[src/rtl/pulse_id_checker_fifo.sv]
// -----------------------------------------------------------------------------
// sync_payload_fifo : single-clock first-word-fall-through FIFO.
//   clk, reset  clock and synchronous active-high reset (empties the FIFO)
//   push_i      write data_i (accepted when not full, or full with a pop)
//   data_i      write data
//   pop_i       consume the head entry (ignored when empty)
//   data_o      head entry, zero while empty
//   full_o      DEPTH entries stored
//   empty_o     no entries stored
// -----------------------------------------------------------------------------
module sync_payload_fifo #(
  parameter int DEPTH_LOG2 = 3,
  parameter int WIDTH      = 72
) (
  input  logic             clk,
  input  logic             reset,
  input  logic             push_i,
  input  logic [WIDTH-1:0] data_i,
  input  logic             pop_i,
  output logic [WIDTH-1:0] data_o,
  output logic             full_o,
  output logic             empty_o
);

  logic [WIDTH-1:0]      mem_q [2**DEPTH_LOG2];
  logic [DEPTH_LOG2-1:0] wr_ptr_q, wr_ptr_d;
  logic [DEPTH_LOG2-1:0] rd_ptr_q, rd_ptr_d;
  logic [DEPTH_LOG2:0]   count_q, count_d;
  logic                  do_push_s;
  logic                  do_pop_s;

  // count never exceeds DEPTH, so its MSB alone flags full
  assign full_o  = count_q[DEPTH_LOG2];
  assign empty_o = (count_q == '0);
  assign data_o  = empty_o ? '0 : mem_q[rd_ptr_q];

  // a pop frees a slot in the same cycle, so full + pop still accepts a push
  assign do_pop_s  = pop_i & ~empty_o;
  assign do_push_s = push_i & (~full_o | do_pop_s);

  always_comb begin
    wr_ptr_d = wr_ptr_q;
    rd_ptr_d = rd_ptr_q;
    count_d  = count_q;
    if (do_push_s) wr_ptr_d = wr_ptr_q + 1'b1;
    if (do_pop_s)  rd_ptr_d = rd_ptr_q + 1'b1;
    case ({do_push_s, do_pop_s})
      2'b10:   count_d = count_q + 1'b1;
      2'b01:   count_d = count_q - 1'b1;
      default: count_d = count_q;
    endcase
  end

  always_ff @(posedge clk) begin
    if (reset) begin
      wr_ptr_q <= '0;
      rd_ptr_q <= '0;
      count_q  <= '0;
    end else begin
      wr_ptr_q <= wr_ptr_d;
      rd_ptr_q <= rd_ptr_d;
      count_q  <= count_d;
    end
  end

  // storage needs no reset: entries are only visible between the pointers
  always_ff @(posedge clk) begin
    if (do_push_s) mem_q[wr_ptr_q] <= data_i;
  end

endmodule

[config.mk]
export PLATFORM = sky130hd
export DESIGN_NAME = sync_payload_fifo
export DESIGN_NICKNAME = d
export VERILOG_FILES = /design/src/rtl/pulse_id_checker_fifo.sv
export SDC_FILE = /design/constraint.sdc
export NUM_CORES = 1
export LEC_CHECK = 0
export ABC_AREA = 1
export CORE_ASPECT_RATIO = 2
export CORE_MARGIN = 4
export CORE_UTILIZATION = 59
export DETAILED_ROUTE_END_ITERATION = 8
export GPL_TIMING_DRIVEN = 0
export PLACE_DENSITY = 0.8
export SYNTH_ARGS = -nofsm -noshare
export SYNTH_HDL_FRONTEND = slang
export SYNTH_SLANG_ARGS = --single-unit
[constraint.sdc]
create_clock -name clk -period 6.6 [get_ports clk]
set_clock_uncertainty 0.2 [all_clocks]
set_input_delay 1.32 -clock clk [delete_from_list [all_inputs] [get_ports clk]]
set_output_delay 1.32 -clock clk [all_outputs]
set_load 0.005 [all_outputs]
Yosys cells after proc, flatten, opt, wreduce, memory -nomap -nowiden
Memory sizes are Yosys's and may differ from the RTL's. A register that Yosys moved wholly into a read port is not among the register bits. Cells that the tools add are included.

Register bits after elaboration: 10. Bits in writable memories: 576. Input bits: 76. Output and inout bits: 74. Word-level logic and storage cells: 23. Memories: 1.

Memory list: mem_q (words 8, width 72, read ports 1, clocked after Yosys merged registers in 1, wr ports 1, line 25) `logic [WIDTH-1:0] mem_q [2**DEPTH_LOG2];`.

$add $sub $neg: 4. Equal/unequal tests: 2. Multiplexer cells: 6. Bitwise operators: 5. Reduce and logical (&&, ||, !) cells: 2.

Operators by type and width (number): $mux W72 (1); $pmux W4 S2 (1); $add A3 B1 Y3 const B (2); $mux W3 (2); $add A4 B1 Y4 const B (1); $logic_not A4 Y1 (1); $sub A4 B1 Y4 const B (1); $and A1 B1 Y1 (2); $eq A2 B1 Y1 const B (1); $eq A2 B2 Y1 const B (1); $mux W1 (2); $not A1 Y1 (2); $reduce_bool A2 Y1 (1); $or A1 B1 Y1 (1).

Depth between registers and ports, before layout
Gate-level depths: netlist (run 1).

Word-level depth: 7. Mapped depth: 14. Depth with buffers taken out: 14.

Least setup slack after synthesis (run 1)
OpenSTA, ideal clock, no wires.

Path kind: input -> register. Start: input pop_i. End: memory mem_q[0][0], enable pin. Setup time: 0.503 ns. Arrival time: 4.698 ns. Data required time: 5.897 ns. Path slack: 1.199 ns. Cell stages on the path: 4. Buffers on the path: 0. Path through: o21ai_1 -> inv_1 -> nand2_1 -> nor2_1.

Word-level cells in the longest chain between the ends: 5.

Ends and longest elaborated chain: start, declared (line 19) `input logic pop_i,`; $and A1 B1 Y1 (line 38) `assign do_pop_s = pop_i & ~empty_o;`; $or A1 B1 Y1 (line 39) `assign do_push_s = push_i & (~full_o | do_pop_s);`; $and A1 B1 Y1 (line 39); $mux W1 (line 68) `if (do_push_s) mem_q[wr_ptr_q] <= data_i;`; $mux W1 (implied by the code) (line 68); end, declared (line 25).

Every way passes these cells.

==> results of run 1 <==
-- placed cells by master, fill, tap and decap left out, types with 3 or more instances in the layout --
cell type | Yosys | routed
sky130_fd_sc_hd__o22ai_1 | 72 | 72
sky130_fd_sc_hd__o211ai_1 | 72 | 72
sky130_fd_sc_hd__clkbuf_1 | 50 | 59
sky130_fd_sc_hd__o21ai_0 | 200 | 200
sky130_fd_sc_hd__clkbuf_16 | 0 | 49
sky130_fd_sc_hd__clkinv_1 | 0 | 9
sky130_fd_sc_hd__o21ai_1 | 96 | 96
sky130_fd_sc_hd__nor2_4 | 0 | 8
sky130_fd_sc_hd__clkinv_2 | 0 | 5
sky130_fd_sc_hd__buf_6 | 18 | 18
sky130_fd_sc_hd__buf_8 | 3 | 3
sky130_fd_sc_hd__bufinv_16 | 0 | 4
sky130_fd_sc_hd__buf_2 | 25 | 25
sky130_fd_sc_hd__edfxtp_1 | 576 | 576
sky130_fd_sc_hd__buf_16 | 0 | 7
sky130_fd_sc_hd__buf_4 | 9 | 9
sky130_fd_sc_hd__dfxtp_1 | 13 | 13
sky130_fd_sc_hd__nand3_1 | 4 | 4
sky130_fd_sc_hd__buf_12 | 1 | 16
sky130_fd_sc_hd__clkdlybuf4s50_1 | 0 | 149
sky130_fd_sc_hd__nand2_1 | 90 | 90
sky130_fd_sc_hd__nor2_1 | 517 | 509
sky130_fd_sc_hd__buf_1 | 12 | 12
sky130_fd_sc_hd__inv_1 | 18 | 18
sky130_fd_sc_hd__a21oi_1 | 11 | 11
sky130_fd_sc_hd__ha_1 | 5 | 5
-- per-stage QoR --
| step | hold WS, ps | setup slack (ps) | TNS (ps) | instances | utilization, % |
|---|---|---|---|---|---|
| after global routing | 331.2 | 1676 | 0 | 2570 | 70.68 |
| after CTS | 309.7 | 1737 | 0 | 2570 | 70.68 |
| after detailed placement | 288.3 | 2359 | 0 | 2489 | 66.86 |
| final | 304.2 | 1700 | 0 | 2571 | 70.69 |
| after global placement | 257.1 | -2120 | -1053170 | 2467 | 65.44 |
| after floorplan | 247.6 | 1199 | 0 | 1798 | - |
-- logic make-up (layout without fill, tap and decap cells) --
logic type                 after synthesis  after routing  share of synthesized area, %
and+or+nand+nor                        612            612                         9.914
DFF                                    589            589                         75.53
other                                    0              1                             0
AOI/OAI and AO/OA                      451            451                         10.87
xor gates and xnor gates                 3              3                        0.1131
adders and majority gates                5              5                        0.2691
buffers and inverters                  138            390                         3.305
-- area by class of cell --
cell class | count | area share (%)
flip-flops and latches | 589 | 64.02
multi-input cells | 1071 | 18.16
repair buffers | 171 | 7.236
inverters | 20 | 0.2737
diodes | 1 | 0.009125
clock buffers | 58 | 4.594
well taps | 520 | 2.372
plain buffers | 118 | 2.528
clock inverters | 23 | 0.8030
-- final timing paths --
kind / startpoint / endpoint
max reg2reg: count_q[3] / mem_q[6][51]
min reg2reg: wr_ptr_q[0] / wr_ptr_q[0]
min: wr_ptr_q[0] / wr_ptr_q[0]
max: register / data_o[25]
-- routing by layer --
metal | share of wire [%] | GRT usage [%] | vias up
li1 | - | - | 6959
met1 | 31 | 30.51 | 7812
met2 | 54 | 53.71 | 1088
met3 | 8.8 | 4.224 | 285
met4 | 6.4 | 18.27 | 4
met5 | 0.035 | 0 | -
-- registers in the layout (all words and copies together), names as in the netlist, named ones only --
signal	cells
count_q	4
mem_q	576
rd_ptr_q	3
wr_ptr_q	3
-- worst max-delay path, cell delays in order, from the launching register on --
cell and delay, ps:
sky130_fd_sc_hd__dfxtp_1 330, sky130_fd_sc_hd__buf_2 280, sky130_fd_sc_hd__clkbuf_1 650, sky130_fd_sc_hd__buf_1 570
sky130_fd_sc_hd__nor2_1 110, sky130_fd_sc_hd__nor2_1 290, sky130_fd_sc_hd__clkdlybuf4s50_1 570
-- power groups by stage --
stage               combinational, W  sequential (W)  clock [W]
finish                       0.00367         0.00434    0.00276
global route                 0.00393         0.00434    0.00291
CTS                          0.00364         0.00434    0.00277
detailed placement           0.00360         0.00442          0
global placement             0.00343         0.00444          0
floorplan                    0.00181         0.00442          0
==> flow_summary.ini, run 1 <==
[global_routing]
globalRouteTotalUtil_pct = 29.01
initial_antenna_violation_count = 2
wire_length_of_the_first_global_routing_pass_mm = 93.09
grt_remaining_overflow = 0
via_count_of_the_first_global_routing_pass = 16620
grt_max_degree = 30

[critical_path]
setup.worst_path.start_class = register
worst-endpoint-required_ps = 5080
worstRegToRegCells = 7
cp-end-kind = output pin
reg2reg_slack_ps = 3760
timing.critical_path.fanout_max = 10
setup.worst_path.class = register to output pin
cp.arrival_ps = 3380

[run]
maxCapViolations = 0

[timing]
setup_viol = 0
hold_viol = 0
timing.max_slew.rel_slack_pct = 42.96
report.final.slew_viol_count = 0
final_period_minus_worst_setup_slack_ps = 4900
worst_pin_slew_ps = 853.6
final.period_utilization_pct = 74.25
setup_repair_after_global_routing_missed_its_margin = no
fmax_ghz = 0.2041

[layout]
layout.nets = 2098
multi_input_combinational_cell_area_um2 = 4981
fillers = 2509
ff_latch_area_um2 = 17560
syn_to_final_growth_pct = 17.97
drive_gt1_share_pct = 7.366
post-route-cell-area_um2 = 27420

[synth]
async_reset_ff_share_pct = 0
yosysWarnings = 0
synth_nets = 1879
count_leader_synth = sky130_fd_sc_hd__edfxtp_1
post-synth-top-area-fraction_pct = 74.41
post_synth_instance_area_um2 = 23250
ys_seq_area_share_pct = 75.53
post_synth_num_cell_types = 23
synth_flop_cell = sky130_fd_sc_hd__edfxtp_1
netlist_instances = 1798
synthesis.area_per_instance_um2 = 12.93
synth.top_cells.by_count = sky130_fd_sc_hd__edfxtp_1 (576), sky130_fd_sc_hd__nor2_1 (517), sky130_fd_sc_hd__o21ai_0 (200)
synth_largest_area_cell = sky130_fd_sc_hd__edfxtp_1
synth_area_leaders = sky130_fd_sc_hd__edfxtp_1 (74%), sky130_fd_sc_hd__nor2_1 (8.3%), sky130_fd_sc_hd__o21ai_0 (4.3%)
synth_edf_count = 576
synth.ff_latch_count = 589

[cts]
number_of_setup_buffers_added_after_cts = 0
cts_resized = 0
clkLatencyLatePin_ps = 580
sink_count_of_the_clock_tree = 589
cts_tree = yes
postCtsHoldBufs = 0
cts-buffers-inserted = 46
clock_tree.htree_level_count = 2
clock_transition_at_the_registers_of_the_reported_paths_ps = 70
cts_root_buffer = sky130_fd_sc_hd__clkbuf_16
cts-root-to-sink-buffers = 3

[pwr]
seq_power_share_pct = 40.3
highest_ir_drop_seen_on_vdd_mv = 0.2566
total_power_divided_by_cell_area_nw_per_um2 = 392.8
pwr-share-comb_pct = 34.1
p_clk_share_pct = 25.6
leakage_power_of_the_design_nw = 9.255
total_switching_power_w = 0.003566
power_w = 0.01077
p_sw_share_pct = 33.11
cell_internal_pwr_w = 0.007205

[detailed_routing]
post_drt_wl_per_cell_um = 24.60
postRouteAntennaNets = 0
drc = 0
avgViaCountPerCell = 6.281
vias = 16150
iteration_0_drc_count_of_the_detailed_router = 1656
first_pass_detailed_route_iteration_total = 5
wirelength_mm = 63.25

[placed_design]
place.gp.congestion = 0.8770
hpwlAfterDp_mm = 42.38
placed_area_um2 = 25940
port_buffers = 149

[floorplanning]
placeableCoreArea_um2 = 38800
die_height_um = 288.7
start_util_pct = 59.92
fp.dieArea_um2 = 42830
num_rows = 102
fp.dieW_um = 148.4
pin_count = 150

[min_path]
hold_path.class = register to register
timing.hold.worst_path_depth = 2

[status]
run_status = finished clean
No activity file was read; power rests on OpenSTA's default activity.
==> inputs of run 2 (changes only) <==
--- a/config.mk
+++ b/config.mk
@@ -8,10 +8,10 @@
 export ABC_AREA = 1
 export CORE_ASPECT_RATIO = 2
 export CORE_MARGIN = 4
-export CORE_UTILIZATION = 59
+export CORE_UTILIZATION = 53
 export DETAILED_ROUTE_END_ITERATION = 8
 export GPL_TIMING_DRIVEN = 0
-export PLACE_DENSITY = 0.8
+export PLACE_DENSITY = 0.75
 export SYNTH_ARGS = -nofsm -noshare
 export SYNTH_HDL_FRONTEND = slang
 export SYNTH_SLANG_ARGS = --single-unit
==> constraint.sdc (replaced) <==
create_clock -name clk -period 4.3 [get_ports clk]
set_clock_uncertainty 0.2 [all_clocks]
set_input_delay 0.86 -clock clk [delete_from_list [all_inputs] [get_ports clk]]
set_output_delay 0.86 -clock clk [all_outputs]
set_load 0.005 [all_outputs]
==> flow_summary.ini, run 2 (synthesis results as in run 1) <==
[layout]
largest_register_ff_count = 576
drive_gt1_share_pct = 7.790
multi_input_combinational_cell_area_um2 = 4981
final_util_pct = 63.62
final_common_cell = sky130_fd_sc_hd__edfxtp_1
reg.largest.list = mem_q x576, count_q x4
commonest_non_fill_non_tap_cells_in_the_layout = sky130_fd_sc_hd__edfxtp_1 (576), sky130_fd_sc_hd__nor2_1 (509), sky130_fd_sc_hd__o21ai_0 (200)
ff_latch_area_um2 = 17560
fillers = 3068
syn_to_final_growth_pct = 18.71
layout.nets = 2097
top_register = mem_q

[global_routing]
wire_length_of_the_first_global_routing_pass_mm = 92.05
grt_remaining_overflow = 0
initial_antenna_violation_count = 3
grt_max_degree = 29
globalRouteTotalUtil_pct = 25.55
via_count_of_the_first_global_routing_pass = 16270

[cts]
clock_transition_at_the_registers_of_the_reported_paths_ps = 70
cts_root_buffer = sky130_fd_sc_hd__clkbuf_16
postCtsHoldBufs = 0
sink_count_of_the_clock_tree = 589
cts_tree = yes
clkLatencyLatePin_ps = 560
cts-root-to-sink-buffers = 3
number_of_setup_buffers_added_after_cts = 0
cts-buffers-inserted = 47
clock_tree.htree_level_count = 2

[timing]
timing.max_slew.rel_slack_pct = 42.24
report.final.slew_viol_count = 0
setup_viol = 0
finalHoldWorstSlack_ps = 299.8
hold_viol = 0
setup_repair_after_global_routing_missed_its_margin = no
setup_tns_final_ps = 0
worst_pin_slew_ps = 864.3
final.period_utilization_pct = 97.73
fmax_ghz = 0.2380
final_period_minus_worst_setup_slack_ps = 4202

[detailed_routing]
postRouteAntennaNets = 0
first_pass_detailed_route_iteration_total = 6
iteration_0_drc_count_of_the_detailed_router = 1725
drc = 0
wirelength_mm = 62.74
avgViaCountPerCell = 6.042
post_drt_wl_per_cell_um = 24.07
vias = 15750

[floorplanning]
start_util_pct = 53.59
pin_count = 150
fp.dieArea_um2 = 47480
die_height_um = 304.2
num_rows = 108
fp.dieW_um = 156.1
placeableCoreArea_um2 = 43380

[critical_path]
cp-end-kind = output pin
setup.worst_path.class = register to output pin
timing.critical_path.fanout_max = 10
reg2reg_slack_ps = 1440
setup.worst_path.start_class = register
worst-endpoint-required_ps = 3240
cp.arrival_ps = 3140

[pwr]
highest_ir_drop_seen_on_vdd_mv = 0.4230
seq_power_share_pct = 39.6
p_sw_share_pct = 32.68
cell_internal_pwr_w = 0.01130
leakage_power_of_the_design_nw = 9.331
total_power_divided_by_cell_area_nw_per_um2 = 608.0
p_clk_share_pct = 27.1
pwr-share-comb_pct = 33.3
power_w = 0.01678
total_switching_power_w = 0.005483

[min_path]
hold_path.class = register to register

[placed_design]
hpwlAfterDp_mm = 42.70
place.gp.congestion = 0.8407
port_buffers = 149

[run]
maxCapViolations = 0

[status]
run_status = finished clean
run 2: critical path, stage by stage, from the launching register on:
cell and delay, ps:
sky130_fd_sc_hd__dfxtp_1 310, sky130_fd_sc_hd__buf_4 190, sky130_fd_sc_hd__inv_2 260, sky130_fd_sc_hd__clkbuf_1 540, sky130_fd_sc_hd__o21ai_0 220, sky130_fd_sc_hd__o22ai_1 190, sky130_fd_sc_hd__nor2_1 70, sky130_fd_sc_hd__nor2_1 240
sky130_fd_sc_hd__clkdlybuf4s50_1 550
run 2: repair_timing:
item / CTS / global route
endpoints found under the hold margin: 0 / 0
gates resized for setup: 0 / 0
endpoints found under the setup margin: 13 / 0
run 2: worst paths after layout:
kind               startpoint           end  cells after the start
setup / recovery     register     data_o[1]                      8
setup reg to reg   count_q[3]  mem_q[0][48]                      8
hold / removal    wr_ptr_q[0]   wr_ptr_q[0]                      2
hold reg to reg   wr_ptr_q[0]   wr_ptr_q[0]                      2
run 2: cell type report:
type                            count  share of cell area, %
Tap cell                          550                  2.494
Sequential cell                   589                  63.62
Timing Repair Buffer              170                  7.118
Inverter                           20                 0.2720
Clock inverter                     28                 0.9612
Antenna cell                        3                0.02720
Clock buffer                       59                  4.960
Multi-Input combinational cell   1071                  18.05
Buffer                            117                  2.498
run 2: metal layers:
metal	vias up	wire length (um)	global-route usage [%]
li1	6949	-	-
met1	7736	20240	27.03
met2	837	34520	47.68
met3	227	4491	3.686
met4	2	3476	13.94
met5	-	13	0
run 2: power groups by stage:
| stage | logic, W | registers, W | clock network [W] |
|---|---|---|---|
| 2_1_floorplan | 0.00278 | 0.00678 | 0 |
| 3_3_place_gp | 0.00531 | 0.00681 | 0 |
| 3_5_place_dp | 0.00554 | 0.00678 | 0 |
| 4_1_cts | 0.00558 | 0.00665 | 0.00455 |
| 5_1_grt | 0.00601 | 0.00667 | 0.00479 |
| 6_report | 0.00558 | 0.00665 | 0.00454 |
run 2: stage by stage:
stage / setup slack (ps) / cell area [um2] / instances
after floorplan: -641.0 / 23260 / 1798
after global placement: -3873 / 25440 / 2497
after detailed placement: 475.4 / 25960 / 2518
after CTS: 181.9 / 27590 / 2604
after global routing: 55.63 / 27590 / 2605
final: 97.78 / 27600 / 2607
